`src/rtl/npu_result_reader_pkg.sv`:
```
// -----------------------------------------------------------------------------
// npu_result_reader_pkg
//   Shared constants, FSM state encoding and helpers for the NPU result reader.
//   Contents:
//     FRAME_BYTES         - bytes per result frame (two 16-bit MAC words)
//     TIMEOUT_CYCLES_DEF  - default partial-frame timeout in cycles
//     BCNT_W / TO_W       - widths of the byte counter and timeout counter
//     rr_state_e          - reader FSM states (FETCH, PRESENT)
//     res_index_f()       - signed 16-bit argmax of the two MAC words
// -----------------------------------------------------------------------------
package npu_result_reader_pkg;

    localparam int FRAME_BYTES        = 4;
    localparam int TIMEOUT_CYCLES_DEF = 16;
    localparam int BCNT_W             = 2;
    localparam int TO_W               = 8;

    typedef enum logic [0:0] {
        FETCH   = 1'b0,
        PRESENT = 1'b1
    } rr_state_e;

    // Returns 1 when mac1 is strictly greater than mac0 (two's complement).
    // Equal values pick index 0.
    function automatic logic res_index_f(input logic [15:0] mac0,
                                         input logic [15:0] mac1);
        return ($signed(mac0) < $signed(mac1));
    endfunction

endpackage

```
`src/rtl/npu_result_reader_if.sv`:
```
// -----------------------------------------------------------------------------
// npu_result_reader_if
//   Bus bundle between the NPU output FIFO, the result reader and the
//   downstream frame consumer.
//   FIFO side:
//     FIFO_EMPTY  - FIFO empty flag
//     FIFO_DATA   - read data, valid the cycle after FIFO_RD_EN
//     FIFO_RD_EN  - pop request
//   Result side (valid/ready):
//     RES_VALID, RES_READY, RES_MAC0, RES_MAC1, RES_INDEX
//
//   Handshake: a frame transfers on every rising edge where RES_VALID and
//   RES_READY are both high. Once RES_VALID rises it stays high, and
//   RES_MAC0/RES_MAC1/RES_INDEX stay constant, until that transfer edge.
//   RES_VALID never depends combinationally on RES_READY, and RES_READY
//   while RES_VALID is low has no effect.
//
//   master: the reader (drives FIFO_RD_EN and the RES_* payload)
//   slave : the environment (FIFO model and downstream consumer)
// -----------------------------------------------------------------------------
interface npu_result_reader_if;

    logic        FIFO_EMPTY;
    logic [7:0]  FIFO_DATA;
    logic        FIFO_RD_EN;
    logic        RES_VALID;
    logic        RES_READY;
    logic [15:0] RES_MAC0;
    logic [15:0] RES_MAC1;
    logic        RES_INDEX;

    modport master (
        input  FIFO_EMPTY, FIFO_DATA, RES_READY,
        output FIFO_RD_EN, RES_VALID, RES_MAC0, RES_MAC1, RES_INDEX
    );

    modport slave (
        output FIFO_EMPTY, FIFO_DATA, RES_READY,
        input  FIFO_RD_EN, RES_VALID, RES_MAC0, RES_MAC1, RES_INDEX
    );

endinterface

```
`src/rtl/npu_result_reader_word_assembler.sv`:
```
// -----------------------------------------------------------------------------
// npu_word_assembler
//   Builds one 16-bit word from two bytes arriving high byte first.
//   Ports:
//     clk, rst_n  - clock, asynchronous active-low reset
//     flush       - discard the partial word (word returns to 0)
//     load_hi     - capture byte_in into word[15:8]
//     load_lo     - capture byte_in into word[7:0]
//     byte_in     - byte from the FIFO read data
//     word        - assembled word (registered)
// -----------------------------------------------------------------------------
module npu_word_assembler (
    input  logic        clk,
    input  logic        rst_n,
    input  logic        flush,
    input  logic        load_hi,
    input  logic        load_lo,
    input  logic [7:0]  byte_in,
    output logic [15:0] word
);

    logic [15:0] word_q;
    logic [15:0] word_d;

    always_comb begin
        word_d = word_q;
        if (flush) begin
            word_d = 16'h0000;
        end else if (load_hi) begin
            word_d = {byte_in, word_q[7:0]};
        end else if (load_lo) begin
            word_d = {word_q[15:8], byte_in};
        end
    end

    always_ff @(posedge clk or negedge rst_n) begin
        if (!rst_n) begin
            word_q <= 16'h0000;
        end else begin
            word_q <= word_d;
        end
    end

    assign word = word_q;

endmodule

```
`src/rtl/npu_result_reader.sv`:
```
// -----------------------------------------------------------------------------
// npu_result_reader
//   Pops 4-byte result frames from the NPU output FIFO, reassembles them into
//   two signed 16-bit MAC words, computes the argmax index and presents the
//   frame downstream with a valid/ready handshake.
//   Ports:
//     CLKEXT          - clock (rising edge)
//     RST_GLO_N       - asynchronous active-low reset (deassertion already
//                       synchronised upstream)
//     EN              - allow new FIFO reads
//     CLR_ERR         - synchronous clear of ERR_TIMEOUT
//     bus             - FIFO + result bundle (master side)
//     FRAME_CNT       - frames accepted downstream, wraps 255 -> 0
//     ERR_TIMEOUT     - sticky partial-frame timeout flag
//     dbg_state       - current FSM state
//     dbg_bcnt        - bytes captured in the current frame
//     dbg_timeout_cnt - consecutive starved cycles mid-frame
//
//   Frame byte order: MAC0[15:8], MAC0[7:0], MAC1[15:8], MAC1[7:0].
//   Reads are pipelined: a byte requested in one cycle is captured at the end
//   of the next, while the following read may already be issued. A frame
//   therefore takes four read cycles, one cycle to capture the last byte and
//   one PRESENT cycle when the consumer is ready.
// -----------------------------------------------------------------------------
module npu_result_reader
    import npu_result_reader_pkg::*;
#(
    parameter int TIMEOUT_CYCLES = TIMEOUT_CYCLES_DEF
) (
    input  logic                 CLKEXT,
    input  logic                 RST_GLO_N,
    input  logic                 EN,
    input  logic                 CLR_ERR,
    npu_result_reader_if.master  bus,
    output logic [7:0]           FRAME_CNT,
    output logic                 ERR_TIMEOUT,
    output rr_state_e            dbg_state,
    output logic [BCNT_W-1:0]    dbg_bcnt,
    output logic [TO_W-1:0]      dbg_timeout_cnt
);

    // Counter value on the last tolerated starved cycle; reaching it fires.
    localparam logic [TO_W-1:0] TO_LAST = TO_W'(TIMEOUT_CYCLES - 1);
    localparam logic [2:0]      FRAME_BYTES_L = 3'(FRAME_BYTES);

    rr_state_e         state_q, state_d;
    logic [BCNT_W-1:0] bcnt_q, bcnt_d;
    logic              pend_q, pend_d;      // read issued last cycle, byte arrives now
    logic [TO_W-1:0]   to_q, to_d;
    logic [7:0]        frame_cnt_q, frame_cnt_d;
    logic              err_q, err_d;
    logic              index_q, index_d;

    logic              rd_en;
    logic              timeout_hit;
    logic [2:0]        issued;
    logic              load_hi0, load_lo0, load_hi1, load_lo1;
    logic              flush;
    logic [15:0]       mac0, mac1;

    npu_word_assembler u_asm_mac0 (
        .clk     (CLKEXT),
        .rst_n   (RST_GLO_N),
        .flush   (flush),
        .load_hi (load_hi0),
        .load_lo (load_lo0),
        .byte_in (bus.FIFO_DATA),
        .word    (mac0)
    );

    npu_word_assembler u_asm_mac1 (
        .clk     (CLKEXT),
        .rst_n   (RST_GLO_N),
        .flush   (flush),
        .load_hi (load_hi1),
        .load_lo (load_lo1),
        .byte_in (bus.FIFO_DATA),
        .word    (mac1)
    );

    always_comb begin
        state_d     = state_q;
        bcnt_d      = bcnt_q;
        pend_d      = 1'b0;
        to_d        = to_q;
        frame_cnt_d = frame_cnt_q;
        index_d     = index_q;
        rd_en       = 1'b0;
        timeout_hit = 1'b0;
        load_hi0    = 1'b0;
        load_lo0    = 1'b0;
        load_hi1    = 1'b0;
        load_lo1    = 1'b0;
        flush       = 1'b0;
        // Reads already spent on this frame: captured bytes plus one in flight.
        issued      = {1'b0, bcnt_q} + {2'b00, pend_q};

        case (state_q)
            FETCH: begin
                // Reset gating keeps the pop request low while reset is held.
                rd_en  = RST_GLO_N & EN & ~bus.FIFO_EMPTY & (issued < FRAME_BYTES_L);
                pend_d = rd_en;

                if (pend_q) begin
                    // In-flight byte lands regardless of EN.
                    to_d = '0;
                    case (bcnt_q)
                        2'd0:    load_hi0 = 1'b1;
                        2'd1:    load_lo0 = 1'b1;
                        2'd2:    load_hi1 = 1'b1;
                        default: load_lo1 = 1'b1;
                    endcase
                    if (bcnt_q == 2'd3) begin
                        state_d = PRESENT;
                        index_d = res_index_f(mac0, {mac1[15:8], bus.FIFO_DATA});
                    end else begin
                        bcnt_d = bcnt_q + 2'd1;
                    end
                end else if (bcnt_q == '0) begin
                    to_d = '0;
                end else if (EN) begin
                    if (bus.FIFO_EMPTY) begin
                        if (to_q >= TO_LAST) begin
                            timeout_hit = 1'b1;
                            flush       = 1'b1;
                            bcnt_d      = '0;
                            to_d        = '0;
                        end else begin
                            to_d = to_q + 1'b1;
                        end
                    end else begin
                        to_d = '0;
                    end
                end
                // EN low mid-frame: partial frame and timeout count both hold.
            end

            PRESENT: begin
                if (bus.RES_READY) begin
                    state_d     = FETCH;
                    bcnt_d      = '0;
                    frame_cnt_d = frame_cnt_q + 8'd1;
                end
            end

            default: begin
                state_d = FETCH;
                bcnt_d  = '0;
            end
        endcase

        // Set wins over a same-cycle clear.
        err_d = timeout_hit | (err_q & ~CLR_ERR);
    end

    always_ff @(posedge CLKEXT or negedge RST_GLO_N) begin
        if (!RST_GLO_N) begin
            state_q     <= FETCH;
            bcnt_q      <= '0;
            pend_q      <= 1'b0;
            to_q        <= '0;
            frame_cnt_q <= 8'd0;
            err_q       <= 1'b0;
            index_q     <= 1'b0;
        end else begin
            state_q     <= state_d;
            bcnt_q      <= bcnt_d;
            pend_q      <= pend_d;
            to_q        <= to_d;
            frame_cnt_q <= frame_cnt_d;
            err_q       <= err_d;
            index_q     <= index_d;
        end
    end

    assign bus.FIFO_RD_EN = rd_en;
    assign bus.RES_VALID  = (state_q == PRESENT);
    assign bus.RES_MAC0   = mac0;
    assign bus.RES_MAC1   = mac1;
    assign bus.RES_INDEX  = index_q;

    assign FRAME_CNT       = frame_cnt_q;
    assign ERR_TIMEOUT     = err_q;
    assign dbg_state       = state_q;
    assign dbg_bcnt        = bcnt_q;
    assign dbg_timeout_cnt = to_q;

endmodule

```
`src/flat_wrapper.sv`:
```
// flat-port wrapper written by rule: the top's interface ports become plain ports
module npu_result_reader_flat import npu_result_reader_pkg::*;
#(
    parameter int TIMEOUT_CYCLES = TIMEOUT_CYCLES_DEF
)
  (CLKEXT, RST_GLO_N, EN, CLR_ERR, FRAME_CNT, ERR_TIMEOUT, dbg_state, dbg_bcnt, dbg_timeout_cnt, bus_FIFO_EMPTY, bus_FIFO_DATA, bus_RES_READY, bus_FIFO_RD_EN, bus_RES_VALID, bus_RES_MAC0, bus_RES_MAC1, bus_RES_INDEX);
  npu_result_reader_if bus_i ();
  input  logic CLKEXT;
  input  logic RST_GLO_N;
  input  logic EN;
  input  logic CLR_ERR;
  output logic [7:0] FRAME_CNT;
  output logic ERR_TIMEOUT;
  output rr_state_e dbg_state;
  output logic [BCNT_W-1:0] dbg_bcnt;
  output logic [TO_W-1:0] dbg_timeout_cnt;
  input wire logic [$bits(bus_i.FIFO_EMPTY)-1:0] bus_FIFO_EMPTY;
  input wire logic [$bits(bus_i.FIFO_DATA)-1:0] bus_FIFO_DATA;
  input wire logic [$bits(bus_i.RES_READY)-1:0] bus_RES_READY;
  output wire logic [$bits(bus_i.FIFO_RD_EN)-1:0] bus_FIFO_RD_EN;
  output wire logic [$bits(bus_i.RES_VALID)-1:0] bus_RES_VALID;
  output wire logic [$bits(bus_i.RES_MAC0)-1:0] bus_RES_MAC0;
  output wire logic [$bits(bus_i.RES_MAC1)-1:0] bus_RES_MAC1;
  output wire logic [$bits(bus_i.RES_INDEX)-1:0] bus_RES_INDEX;
  assign bus_i.FIFO_EMPTY = bus_FIFO_EMPTY;
  assign bus_i.FIFO_DATA = bus_FIFO_DATA;
  assign bus_i.RES_READY = bus_RES_READY;
  assign bus_FIFO_RD_EN = bus_i.FIFO_RD_EN;
  assign bus_RES_VALID = bus_i.RES_VALID;
  assign bus_RES_MAC0 = bus_i.RES_MAC0;
  assign bus_RES_MAC1 = bus_i.RES_MAC1;
  assign bus_RES_INDEX = bus_i.RES_INDEX;
  npu_result_reader #(.TIMEOUT_CYCLES(TIMEOUT_CYCLES)) u_core (.CLKEXT(CLKEXT), .RST_GLO_N(RST_GLO_N), .EN(EN), .CLR_ERR(CLR_ERR), .bus(bus_i), .FRAME_CNT(FRAME_CNT), .ERR_TIMEOUT(ERR_TIMEOUT), .dbg_state(dbg_state), .dbg_bcnt(dbg_bcnt), .dbg_timeout_cnt(dbg_timeout_cnt));
endmodule
```
`config.mk`:
```
export PLATFORM = sky130hd
export DESIGN_NAME = npu_result_reader_flat
export DESIGN_NICKNAME = d
export VERILOG_FILES = /design/src/rtl/npu_result_reader_pkg.sv /design/src/rtl/npu_result_reader_if.sv /design/src/rtl/npu_result_reader_word_assembler.sv /design/src/rtl/npu_result_reader.sv /design/src/flat_wrapper.sv
export SDC_FILE = /design/constraint.sdc
export NUM_CORES = 1
export LEC_CHECK = 0
export BUFFER_PORTS_ARGS = -buffer_cell sky130_fd_sc_hd__clkbuf_2
export CAP_MARGIN = 20
export CORE_MARGIN = 3
export CORE_UTILIZATION = 47
export CTS_CLUSTER_SIZE = 16
export DETAILED_ROUTE_END_ITERATION = 6
export MAX_ROUTING_LAYER = met4
export PLACE_DENSITY = 0.72
export SKIP_CTS_REPAIR_TIMING = 1
export SYNTH_ARGS = -nofsm -noshare
export SYNTH_HDL_FRONTEND = slang
export SYNTH_SLANG_ARGS = --single-unit
```
`constraint.sdc`:
```
create_clock -name CLKEXT -period 2.25 [get_ports CLKEXT]
set_input_delay 0.1125 -clock CLKEXT [delete_from_list [all_inputs] [get_ports CLKEXT]]
set_output_delay 0.1125 -clock CLKEXT [all_outputs]
set_load 0.02 [all_outputs]
```
==> results.py <==
metrics = {
    "die": {
        "pin_count": 69,
        "dieArea_um2": 6770,
        "start_util_pct": 49.0,
        "core_region_area_um2": 5570,
        "rows": 27,
        "fp.dieW_um": 82.3,
        "die_y_um": 82.3,
    },
    "cts": {
        "cts_buffers": 5,
        "numClockSinks": 54,
        "clk_pin_slew_ps": 90,
        "cts_root_buf": "clkbuf_8",
        "cts_buffer_depth": 2,
        "cts_max_level": 2,
        "tritoncts": "yes",
        "clock_latency_ps": 310,
    },
    "critical_path": {
        "cp_max_fo": 17,
        "required_ps": 2440,
        "worstPathArrival_ps": 2160,
        "crit_path_end_kind": "flop",
        "worstSetupPathType": "reg2reg",
        "cp-start-kind": "flop",
        "reg2reg_depth": 6,
    },
    "timing": {
        "fin_skew_ps": 7.85,
        "setup_viol": 0,
        "slew-limit-headroom_pct": 56.5,
        "clock.fmax_ghz": 0.507,
        "maxSlewViolCount": 0,
        "rsz0062_at_grt": "false",
        "hold_viol": 0,
        "min_period_ps": 1970,
        "setup_tns_ps": 0,
        "tightest_slew_ps": 653,
        "fin_crit_sh_pct": 87.7,
    },
    "global_routing": {
        "grt_pass1_vias": 2360,
        "grt.met3_usage_pct": 4.23,
        "globalRouteMet2Util_pct": 36.2,
        "grt_usage_pct": 21.8,
        "grt_busiest_layer": "met2",
        "antenna_found_initial": 0,
        "use_met1_pct": 26.3,
        "grt_pass1_wl_um": 10900,
        "grt_max_degree": 55,
        "grt_overflow": 0,
    },
    "power": {
        "p_leak_nw": 1.71,
        "ir_drop_mv": 0.564,
        "powerDensity_nw_per_um2": 1220,
    },
    "finish": {
        "final_nets": 405,
        "n_antenna_cell": 0,
        "mostFrequentLayoutCell": "clkbuf_2",
        "final_cell_mix": "clkbuf_2, dfrtp_1, nand2_1",
        "syn_to_final_growth_pct": 19.3,
        "stdcell_count": 443,
        "drive_gt1_share_pct": 23.2,
        "fillerInstances": 535,
    },
    "status": {
        "status": "finished clean",
    },
    "synthesis": {
        "synth_cells": 298,
        "yosys_warnings": 0,
        "synth_compound_area_share_pct": 12.4,
        "synth_top_family_by_area": "simple AND/OR/NAND/NOR gates",
        "synth_xor_area_share_pct": 2.24,
        "seq_area_frac_synth_pct": 49.5,
        "synth_cell_types": 39,
        "avgSynthCellArea_um2": 9.17,
        "synth_nets": 333,
        "yosys_register_bits": 54,
        "yosys.area_share.simple_pct": 20.0,
        "synth_mux_area_share_pct": 1.14,
        "synth_area_um2": 2730,
        "synth_fa_ha_area_share_pct": 9.62,
    },
    "detailed_routing": {
        "num_vias": 2398,
        "ant_nets": 0,
        "post_drt_wl_per_cell_um": 14.5,
        "routed_wl_um": 6430,
        "firstDrtPassIters": 4,
        "drcViolationCount": 0,
        "viasPerCell": 5.41,
        "drt-initial-drc-count": 144,
    },
    "placement": {
        "portBuffers": 68,
        "gp_congestion": 0.832,
        "dpl.hpwl_um": 4860,
        "dp.cells": 434,
    },
    "worst_hold_path": {
        "hp-class": "in2async",
    },
    "run": {
        "drv_cap": 0,
    },
}
routing by layer:
metal / part of all wire [%] / vias to the layer above
met5: 0 / -
met4: 2.2 / 0
met3: 6.8 / 15
met2: 49 / 89
met1: 42 / 1139
li1: - / 1155
worst max-delay path: stages (launching register included):
cell	delay, ps
dfrtp_1	430
ha_1	230
nand3_1	120
a21o_1	250
or3_1	570
nand2_1	150
o21ai_0	100
sequential cells by signal (all words and copies together), names as in the netlist:
signal / cells
u_core.bus.RES_INDEX: 1
u_core.ERR_TIMEOUT: 1
u_core.FRAME_CNT: 8
u_core.dbg_bcnt: 2
u_core.u_asm_mac1.word: 16
u_core.pend_q: 1
u_core.dbg_timeout_cnt: 8
u_core.u_asm_mac0.word: 16
u_core.bus.RES_VALID: 1
cells in the mapped netlist (all sizes together):
master	number	area, µm²
a21oi	23	115
o21ai	27	135
ha	21	263
nor2	24	90.1
nor3	4	25.0
nand4	3	18.8
a31oi	3	18.8
nor4	1	12.5
nor2b	2	12.5
buf	10	57.6
dfrtp	54	1350
xor2	1	8.76
and2b	1	7.51
and4	1	8.76
and3b	1	8.76
nor3b	1	7.51
mux2	1	11.3
o31ai	2	15.0
xnor2	6	52.6
nand2b	2	12.5
nand3b	2	15.0
a21o	1	7.51
and3	4	25.0
o31a	1	8.76
a22o	1	8.76
or3	2	12.5
nand3	19	95.1
clkbuf	2	7.51
o22ai	2	12.5
inv	20	75.1
o2111ai	1	8.76
a2111oi	1	8.76
mux2i	2	20.0
nand2	52	195
area by class of cell:
class	count	area, µm²	area share (%)
inverter	20	75.1	2.30
clock buffer	7	86.3	2.65
timing repair buffer	77	410	12.6
multi-input combinational	212	1240	38.1
sequential	54	1350	41.5
clock inverter	1	5.00	0.154
tap	72	90.1	2.76
power breakdown:
part	leakage (nW)	internal (mW)	total (mW)	switching (mW)
registers	0.699	1.30	1.57	0.275
logic	0.965	0.685	1.83	1.15
clock network	0.0482	0.249	0.563	0.314
per-stage QoR:
| stage | utilization (%) | total power [mW] | hold slack (ps) | instance area (µm²) | worst slack [ps] |
|---|---|---|---|---|---|
| after floorplan | - | 2.75 | -183 | 2730 | 224 |
| after global placement | 56.7 | 3.35 | 304 | 3160 | 342 |
| after detailed placement | 56.7 | 3.43 | 328 | 3160 | 299 |
| after CTS | 58.3 | 4.01 | -15.2 | 3250 | 287 |
| after global routing | 58.5 | 4.32 | 54.8 | 3260 | 111 |
| final | 58.5 | 3.97 | 8.83 | 3260 | 277 |
cells by family after synthesis:
kind of cell,count (synthesis)
flip-flops,54
multiplexers,3
AND/OR/NAND/NOR,119
AO/OA/AOI/OAI,62
adder cells (fa/ha/maj),21
XOR/XNOR,7
buffers and inverters,32
worst paths after layout:
kind	startpoint	end	slack, ps
worst max-delay path	u_core.dbg_timeout_cnt[0]	u_core.u_asm_mac1.word[1]	280
worst min-delay path	RST_GLO_N	u_core.u_asm_mac0.word[3]	9
worst max register to register	u_core.dbg_timeout_cnt[0]	u_core.u_asm_mac1.word[1]	280
worst min register to register	u_core.FRAME_CNT[7]	u_core.FRAME_CNT[7]	470
max in group asynchronous	RST_GLO_N	u_core.FRAME_CNT[1]	1810
min in group CLKEXT	bus_FIFO_DATA[7]	u_core.u_asm_mac1.word[7]	60
Power figures use the tool's default switching activity.
